$ cat config.mk
export PLATFORM = sky130hd
export DESIGN_NAME = timer_sched
export DESIGN_NICKNAME = d
export VERILOG_FILES = /design/src/rtl/timer_sched.sv
export SDC_FILE = /design/constraint.sdc
export NUM_CORES = 1
export LEC_CHECK = 0
export BUFFER_PORTS_ARGS = -buffer_cell sky130_fd_sc_hd__buf_4
export CORE_MARGIN = 2
export CORE_UTILIZATION = 58
export CTS_CLUSTER_SIZE = 40
export DETAILED_ROUTE_END_ITERATION = 8
export PLACE_DENSITY = 0.87
export SETUP_SLACK_MARGIN = 0.02
export SLEW_MARGIN = 20
export SYNTH_ARGS = -nofsm -noshare
export SYNTH_HDL_FRONTEND = slang
export SYNTH_SLANG_ARGS = --single-unit
$ cat constraint.sdc
create_clock -name clk -period 5.2 [get_ports clk]
set_input_delay 0 -clock clk [delete_from_list [all_inputs] [get_ports clk]]
set_output_delay 0 -clock clk [all_outputs]
set_load 0.02 [all_outputs]
$ cat src/rtl/timer_sched.sv
// Round-robin scheduler that shares one 16-bit one-shot timer between N_REQ requesters.
// Optional RUN-state watchdog is enabled by defining TIMER_SCHED_WDOG_EN.
module timer_sched #(
   parameter int          N_REQ       = 4,
   parameter logic [16:0] WDOG_CYCLES = 17'd70000
) (
   input  logic                 clk,
   input  logic                 rst_n,
   input  logic [N_REQ-1:0]     req,
   input  logic [16*N_REQ-1:0]  req_count,
   input  logic [N_REQ-1:0]     req_dir,
   output logic [N_REQ-1:0]     gnt,
   output logic [N_REQ-1:0]     cpl,
   output logic [N_REQ-1:0]     err,
   output logic                 busy,
   output logic                 tmr_enable,
   output logic                 tmr_set,
   output logic                 tmr_direction,
   output logic                 tmr_auto_reload,
   output logic                 tmr_done_ack,
   output logic [15:0]          tmr_count,
   input  logic                 tmr_done
);

   localparam int IW = (N_REQ > 4) ? 3 : ((N_REQ > 2) ? 2 : 1);

   typedef enum logic [2:0] {S_IDLE, S_LOAD, S_RUN, S_ACK, S_CPL} state_t;

   state_t            state, state_nxt;
   logic [IW-1:0]     rr_ptr, rr_ptr_nxt;
   logic [IW-1:0]     idx, idx_nxt;
   logic [15:0]       cnt_nxt;
   logic              dir_nxt;
   logic              pick_found;
   logic [IW-1:0]     pick_idx;
   logic [15:0]       pick_count;
   logic              pick_dir;
   logic [N_REQ-1:0]  gnt_nxt, cpl_nxt;
   logic              wdog_expire;

   function automatic int wrap_add(input int a, input int b);
      int s;
      s = a + b;
      return (s >= N_REQ) ? s - N_REQ : s;
   endfunction

   assign tmr_auto_reload = 1'b0;

`ifdef TIMER_SCHED_WDOG_EN
   logic [16:0] wdog_cnt;
   logic        wdog_abort;

   // A done seen in the expiry cycle wins, so that job completes without err.
   assign wdog_expire = (state == S_RUN) && !tmr_done && (wdog_cnt == WDOG_CYCLES - 17'd1);

   always_ff @(posedge clk or negedge rst_n) begin
      if (!rst_n) begin
         wdog_cnt   <= '0;
         wdog_abort <= 1'b0;
         err        <= '0;
      end else begin
         if (state == S_LOAD)
            wdog_cnt <= '0;
         else if (state == S_RUN)
            wdog_cnt <= wdog_cnt + 17'd1;
         if (state == S_LOAD)
            wdog_abort <= 1'b0;
         else if (wdog_expire)
            wdog_abort <= 1'b1;
         err <= wdog_abort ? cpl_nxt : '0;
      end
   end
`else
   logic unused_wdog;
   assign unused_wdog = ^WDOG_CYCLES;
   assign wdog_expire = 1'b0;
   assign err         = '0;
`endif

   // First set request at or after the RR pointer, wrapping modulo N_REQ.
   always_comb begin
      // NOTE: every variable gets a default before any branch, otherwise a latch is inferred.
      pick_found = 1'b0;
      pick_idx   = '0;
      pick_count = '0;
      pick_dir   = 1'b0;
      for (int k = 0; k < N_REQ; k++) begin
         if (!pick_found && req[wrap_add(int'(rr_ptr), k)]) begin
            pick_found = 1'b1;
            pick_idx   = IW'(wrap_add(int'(rr_ptr), k));
            pick_count = req_count[16*wrap_add(int'(rr_ptr), k) +: 16];
            pick_dir   = req_dir[wrap_add(int'(rr_ptr), k)];
         end
      end
   end

   always_comb begin
      state_nxt  = state;
      idx_nxt    = idx;
      cnt_nxt    = tmr_count;
      dir_nxt    = tmr_direction;
      rr_ptr_nxt = rr_ptr;
      case (state)
         S_IDLE: begin
            if (pick_found) begin
               state_nxt = S_LOAD;
               idx_nxt   = pick_idx;
               cnt_nxt   = pick_count;
               dir_nxt   = pick_dir;
            end
         end
         S_LOAD: state_nxt = S_RUN;
         S_RUN: begin
            if (tmr_done || wdog_expire)
               state_nxt = S_ACK;
         end
         S_ACK: state_nxt = S_CPL;
         S_CPL: begin
            state_nxt  = S_IDLE;
            rr_ptr_nxt = IW'(wrap_add(int'(idx), 1));
         end
         default: state_nxt = S_IDLE;
      endcase
   end

   // Outputs are registered from the next state so they line up with the state register.
   always_comb begin
      gnt_nxt = '0;
      cpl_nxt = '0;
      if (state_nxt == S_LOAD)
         gnt_nxt[idx_nxt] = 1'b1;
      if (state_nxt == S_CPL)
         cpl_nxt[idx_nxt] = 1'b1;
   end

   always_ff @(posedge clk or negedge rst_n) begin
      if (!rst_n) begin
         state         <= S_IDLE;
         rr_ptr        <= '0;
         idx           <= '0;
         tmr_count     <= '0;
         tmr_direction <= 1'b0;
         gnt           <= '0;
         cpl           <= '0;
         busy          <= 1'b0;
         tmr_enable    <= 1'b0;
         tmr_set       <= 1'b0;
         tmr_done_ack  <= 1'b0;
      end else begin
         // NOTE: non-blocking assignments so every register samples pre-edge values.
         state         <= state_nxt;
         rr_ptr        <= rr_ptr_nxt;
         idx           <= idx_nxt;
         tmr_count     <= cnt_nxt;
         tmr_direction <= dir_nxt;
         gnt           <= gnt_nxt;
         cpl           <= cpl_nxt;
         busy          <= (state_nxt != S_IDLE);
         tmr_enable    <= (state_nxt == S_LOAD) || (state_nxt == S_RUN);
         tmr_set       <= (state_nxt == S_LOAD);
         tmr_done_ack  <= (state_nxt == S_ACK);
      end
   end

endmodule
==> run_results.csv, run 1 <==
group,metric,value,unit
grt,grt_max_degree,63,
critical_path,critPathLaunch,"rr_ptr[1]",
power,p_leak,2.03,nW
logic_synthesis,synth_area,3910,sq um
logic_synthesis,synth_flop_cell,"dfrtp_1",
route,ant_nets,0,
layout,fin_nets,518,
hold_path,hp-class,"in -> reg",
run_status,status,"finished clean",
logic_synthesis,synth_top_cell_by_area,"mux4_2",
critical_path,r2r-start,"rr_ptr[1]",
critical_path,reg2regPathDepth,9,
placed_design,post_dp_cell_area,4640,sq um
sta,maxSlewViolCount,0,
hold_path,hold_start,"tmr_done",
layout,syn_to_final_growth,21.4,%
route,vias,3710,
floorplan,die_w,86.1,microns
logic_synthesis,synth.yosys.warnings,0,
clock_network,clkSinkCount,36,
grt,grt_pass1_vias,3728,
logic_synthesis,synth.distinct_cells,49,
hold_path,hold_path_end,"tmr_done_ack",
route,avgViaCountPerCell,7.16,
clock_network,clk_latency,0.30,ns
critical_path,worstSetupEndpointType,"flop",
sta,setup_viol,0,
sta,hold_viol,0,
logic_synthesis,synthTopCellsByCount,"mux4_2 (55), dfrtp_1 (36), nand2_1 (31)",
critical_path,worstPathMaxFanout,42,
sta,clock.fmax,243,MHz
floorplan,ios,109,
logic_synthesis,synth.most_common_cell,"mux4_2",
sta,period_share,79.1,%
clock_network,clkTransAtPathRegs,0.08,ns
sta,finClkSkew,0.0141,ns
run,max-cap-violations,0,
floorplan,rows,29,
route,remaining_drc_errors,0,
grt,track_usage,30.4,%
route,drtIter0Drc,312,
power,ir_worst_vdd,0.351,mV
sta,slew_headroom,30.9,%
clock_network,clk_path_buf_depth,2,
critical_path,path_class,"reg -> reg",
critical_path,cpPeakStageDelay,0.64,ns
logic_synthesis,synth-edff-count,0,
grt,overflow,0,
route,wire_per_inst,21.3,microns
floorplan,core,6420,sq um
critical_path,worst-r2r-setup-slack,1.09,ns
floorplan,dieHeight,86.1,microns
route,finalWirelength,11.1,mm
clock_network,cts_root_buf,"clkbuf_8",
logic_synthesis,ys_seq_area_share,23.1,%
critical_path,rr_endpoint,"state[0]",
grt,antenna_found_initial,0,
placed_design,routabilityCongestion,0.820,
logic_synthesis,synth-async-reset-ratio,100,%
sta,tns,0,ns
layout,final_cell_area,4740,sq um
clock_network,cts_made_buffers,5,
clock_network,htree_levels,2,
floorplan,die-area,7410,sq um
placed_design,post-dp-hpwl,7.68,mm
sta,rsz0062_at_grt,"no",
layout,drive_gt1_share,44.2,%
clock_network,cts_tree,"done",
logic_synthesis,synthTopCellsByArea,"mux4_2 (32%), dfrtp_1 (23%), mux2i_1 (5.1%)",
logic_synthesis,synthCells,363,
critical_path,crit_chain,"buf_4, inv_1, ha_2, buf_4, mux2_2, mux2i_1, a21o_1, inv_1, or2_2",
critical_path,cp-start-kind,"flop",
layout,antenna_cells,0,
critical_path,cp_data_required_time,5.37,ns
sta,period_needed,4.11,ns
logic_synthesis,syn_avg_cell_area,10.8,sq um
floorplan,start_util,60.8,%
power,power_density,639,nW/um^2
route,first_pass_iters,5,
grt,grt_pass1_wl,17.8,mm
critical_path,arrival,4.29,ns
critical_path,slowest_stage,"a21o_1",
layout,final_core_util,73.8,%
sta,worst_slew_pin_slew,1.03,ns
layout,nFillCells,440,
hold_path,hold_path_depth,2,
logic_synthesis,synth.ff_latch_count,36,
placed_design,port_buffers,103,
logic_synthesis,synth.top_cell.area_share,31.7,%
-- worst max path at each step --
stage	cells past startpoint	end	slack (ns)
CTS	9	state[0]	1.19
floorplan	11	tmr_count[4]	2.02
global placement	9	state[0]	1.35
finish	9	state[0]	1.09
global route	9	state[0]	0.91
detailed placement	9	state[0]	1.21
-- sequential cells by signal (all words and copies together) (netlist names) --
| name | count |
|---|---|
| gnt | 4 |
| busy | 1 |
| cpl | 4 |
| tmr_set | 1 |
| state | 3 |
| tmr_done_ack | 1 |
| rr_ptr | 2 |
| tmr_count | 16 |
| tmr_direction | 1 |
| idx | 2 |
| tmr_enable | 1 |
-- stage by stage --
stage,power (mW),setup WS [ns],hold WS [ns],std cells
CTS,3.02,1.19,0.0123,518
finish,3.03,1.09,0.0223,518
global route,3.22,0.911,0.0248,518
detailed placement,2.79,1.21,-0.0107,509
global placement,2.71,1.35,-0.0183,509
floorplan,2.29,2.02,-0.296,367
-- kinds of logic after synthesis --
group / synth area share (%)
XOR/XNOR: 0.448
AO/OA/AOI/OAI: 19.0
AND/OR/NAND/NOR: 11.2
flip-flops: 23.1
multiplexers: 38.3
buffers and inverters: 6.98
other: 0.0960
adder cells (fa/ha/maj): 0.961
-- where the power goes --
| group | internal (mW) | switching [mW] | total (mW) |
|---|---|---|---|
| combinational | 1.08 | 1.19 | 2.27 |
| clock | 0.106 | 0.106 | 0.211 |
| sequential | 0.416 | 0.129 | 0.545 |
| total | 1.60 | 1.43 | 3.03 |
-- per-layer routing --
layer | vias to the layer above | wire length (microns) | track usage (%)
met5 | - | 0 | 0
met4 | 0 | 176 | 9.67
met2 | 268 | 5630 | 52.1
met3 | 27 | 1120 | 5.97
li1 | 1594 | - | -
met1 | 1821 | 4130 | 39.0
-- what timing repair did --
action,CTS,global route
endpoints found under the setup margin,0,0
hold buffers,1,0
hold endpoints to repair,36,0
resized for setup,0,0
setup buffers,0,0
-- cells in the final DEF, fill, tap and decap left out, types with 5 or more instances in the layout --
master,n
o211ai_2,10
mux2i_1,19
dfrtp_1,35
mux4_2,55
nand2_1,31
o2111ai_1,13
nor2_1,13
a21oi_1,16
mux2_2,5
inv_1,18
clkbuf_8,6
nand3_1,19
buf_4,108
o211ai_1,17
o21ai_0,7
a2bb2oi_1,15
conb_1,5
-- layout make-up --
class                           instances  area (sq um)  share of cell area [%]
Clock inverter                          2          10.0                   0.211
Clock buffer                            6          82.6                    1.74
Tap cell                               77          96.3                    2.03
Sequential cell                        36           905                    19.1
Inverter                               18          67.6                    1.42
Multi-Input combinational cell        270          2760                    58.2
Timing Repair Buffer                  109           821                    17.3
-- critical path: cells and delay by family, from the launching register on --
kind                       cells  cell delay (ns)
DFF                            1             0.34
and+or+nand+nor                1             0.39
adders and majority gates      1             0.41
AOI/OAI and AO/OA              1             0.64
buffers and inverters          4             1.59
muxes                          2             0.60
(Power assumes the default switching activity.)
==> run 2, diff against run 1 <==
--- a/config.mk
+++ b/config.mk
@@ -7,10 +7,10 @@
 export LEC_CHECK = 0
 export BUFFER_PORTS_ARGS = -buffer_cell sky130_fd_sc_hd__buf_4
 export CORE_MARGIN = 2
-export CORE_UTILIZATION = 58
+export CORE_UTILIZATION = 49
 export CTS_CLUSTER_SIZE = 40
 export DETAILED_ROUTE_END_ITERATION = 8
-export PLACE_DENSITY = 0.87
+export PLACE_DENSITY = 0.79
 export SETUP_SLACK_MARGIN = 0.02
 export SLEW_MARGIN = 20
 export SYNTH_ARGS = -nofsm -noshare
==> constraint.sdc (replaced) <==
create_clock -name clk -period 3.6 [get_ports clk]
set_input_delay 0 -clock clk [delete_from_list [all_inputs] [get_ports clk]]
set_output_delay 0 -clock clk [all_outputs]
set_load 0.02 [all_outputs]
==> run 2 against run 1 <==
Combinational power rose by 48%. Wire length rose by 0.94%. Critical endpoint is now tmr_count[6]. Sequential share of layout area fell by 0.37 points. Total power rose by 47%. Sequential power rose by 34%. Count of clock-buffer cells in the layout fell by 1. Largest cell class unchanged. Highest routed layer unchanged. Final cell count rose by 5.6%. Via count fell by 1.1%.
==> run_results.csv, run 2 (synthesized netlist as in run 1, its figures left out) <==
group,metric,value,unit
layout,drive_gt1_share,44.7,%
power,p_int,2.41,mW
power,comb_power_share,75.3,%
clock_network,clkTransAtPathRegs,0.08,ns
power,p_leak,2.06,nW
floorplan,die-area,8700,sq um
critical_path,cp-start-kind,"flop",
grt,antenna_found_initial,0,
placed_design,routabilityCongestion,0.837,
layout,mostFrequentLayoutCell,"buf_4",
layout,syn_to_final_growth,23.7,%
sta,slew_headroom,31.5,%
floorplan,die_w,93.3,microns
grt,track_usage,26.9,%
power,p_clk_share,8.4,%
sta,tns,0,ns
power,power.share.sequential,16.4,%
grt,overflow,0,
critical_path,r2r-start,"rr_ptr[1]",
route,first_pass_iters,5,
grt,grt_max_degree,89,
hold_path,hold_start,"tmr_done",
route,avgViaCountPerCell,6.71,
critical_path,worstSetupEndpointType,"flop",
layout,largest_register_ffs,16,
sta,rsz0062_at_grt,"no",
sta,maxSlewViolCount,0,
route,remaining_drc_errors,0,
power,swShare,46.1,%
grt,grt_pass1_vias,3804,
layout,reg_top3,"tmr_count: 16 flops, cpl: 4 flops, gnt: 4 flops",
power,power_density,923,nW/um^2
placed_design,dp_slack,0.480,ns
run,max-cap-violations,0,
critical_path,cp_data_required_time,3.81,ns
sta,period_needed,3.19,ns
layout,antenna_cells,0,
layout,multiInputGateArea,2760,sq um
critical_path,arrival,3.40,ns
run_status,status,"finished clean",
clock_network,clk_latency,0.30,ns
layout,seq_area,905,sq um
route,drtIter0Drc,264,
sta,setup_viol,0,
power,ir_worst_vdd,0.675,mV
critical_path,cpPeakStageDelay,0.62,ns
clock_network,cts_resized,0,
sta,period_share,88.6,%
floorplan,dieHeight,93.3,microns
route,wire_per_inst,20.4,microns
critical_path,path_class,"reg -> reg",
clock_network,cts_root_buf,"clkbuf_8",
floorplan,ios,109,
layout,final_cell_mix,"buf_4 (111), mux4_2 (55), dfrtp_1 (35), nand2_1 (31)",
layout,nFillCells,601,
sta,worst_slew_pin_slew,1.02,ns
grt,grt_pass1_wl,18.4,mm
critical_path,crit_chain,"inv_1, ha_2, buf_4, mux2i_1, nand4_1, o2111ai_1, o211ai_1, o211ai_2",
critical_path,worstPathMaxFanout,42,
layout,fin_nets,522,
critical_path,critPathLaunch,"rr_ptr[1]",
clock_network,post-cts-setup-buffers,0,
clock_network,cts_tree,"done",
critical_path,slowest_stage,"nand4_1",
clock_network,clkSinkCount,36,
floorplan,core,7730,sq um
clock_network,cts_made_buffers,5,
layout,registers.top_by_ff_count,"tmr_count",
route,finalWirelength,11.2,mm
floorplan,rows,32,
power,p_sw,2.06,mW
clock_network,cts_hold_buf,1,
critical_path,cp_top_family,"compound AO/OA/AOI/OAI gates",
route,vias,3669,
sta,worst_slack,0.412,ns
route,ant_nets,0,
clock_network,clk_path_buf_depth,2,
placed_design,post-dp-hpwl,7.82,mm
sta,clock.fmax,314,MHz
sta,hold_viol,0,
placed_design,port_buffers,103,
hold_path,hp-class,"in -> reg",
sta,finClkSkew,0.0100,ns
sta,whs,0.0225,ns
floorplan,start_util,50.6,%
critical_path,critPathBufInv,2,
clock_network,htree_levels,2,
-- run 2: path summary, 6_finish.rpt --
check                           endpoint  slack (ns)  depth (start not counted)
max                         tmr_count[6]        0.41                          8
min                         tmr_done_ack        0.02                          2
max reg2reg                 tmr_count[6]        0.41                          8
min reg2reg                 tmr_count[5]        0.50                          2
max in group asynchronous      rr_ptr[0]        3.03                          2
min in group asynchronous  tmr_count[12]        0.20                          2
-- run 2: per-layer routing --
layer,global-route usage [%],wire length [microns]
met5,0,0
met2,43.9,5680
met3,4.75,950
met1,34.6,4240
met4,13.1,284
-- run 2: power by group through the flow --
stage	clock [mW]	combinational (mW)	sequential [mW]
finish	0.373	3.36	0.729
global route	0.393	3.65	0.750
CTS	0.374	3.35	0.726
detailed placement	0	3.35	0.732
global placement	0	3.24	0.730
floorplan	0	2.42	0.883
-- run 2: cell type report --
cell class              count  area share (%)
clock buffers               5            1.42
clock inverters             3           0.880
inverters                  18            1.40
multi-input cells         270            57.1
flip-flops and latches     36            18.7
well taps                 102            2.64
repair buffers            113            17.9
-- run 2: metrics by stage --
stage / power, mW / instances / area (sq um) / util, %
after floorplan: 3.30 / 367 / 3920 / -
after global placement: 3.97 / 538 / 4710 / 61.0
after detailed placement: 4.08 / 538 / 4710 / 61.0
after CTS: 4.45 / 547 / 4830 / 62.6
after global routing: 4.79 / 547 / 4830 / 62.6
final: 4.46 / 547 / 4830 / 62.6
-- run 2: worst reg2reg max path, delay by kind of cell (launching register included) --
kind | cells | cell delay (ns)
AO/OA/AOI/OAI | 3 | 0.77
adder cells (fa/ha/maj) | 1 | 0.37
buffers and inverters | 2 | 0.63
flip-flops | 1 | 0.36
multiplexers | 1 | 0.36
AND/OR/NAND/NOR | 1 | 0.62
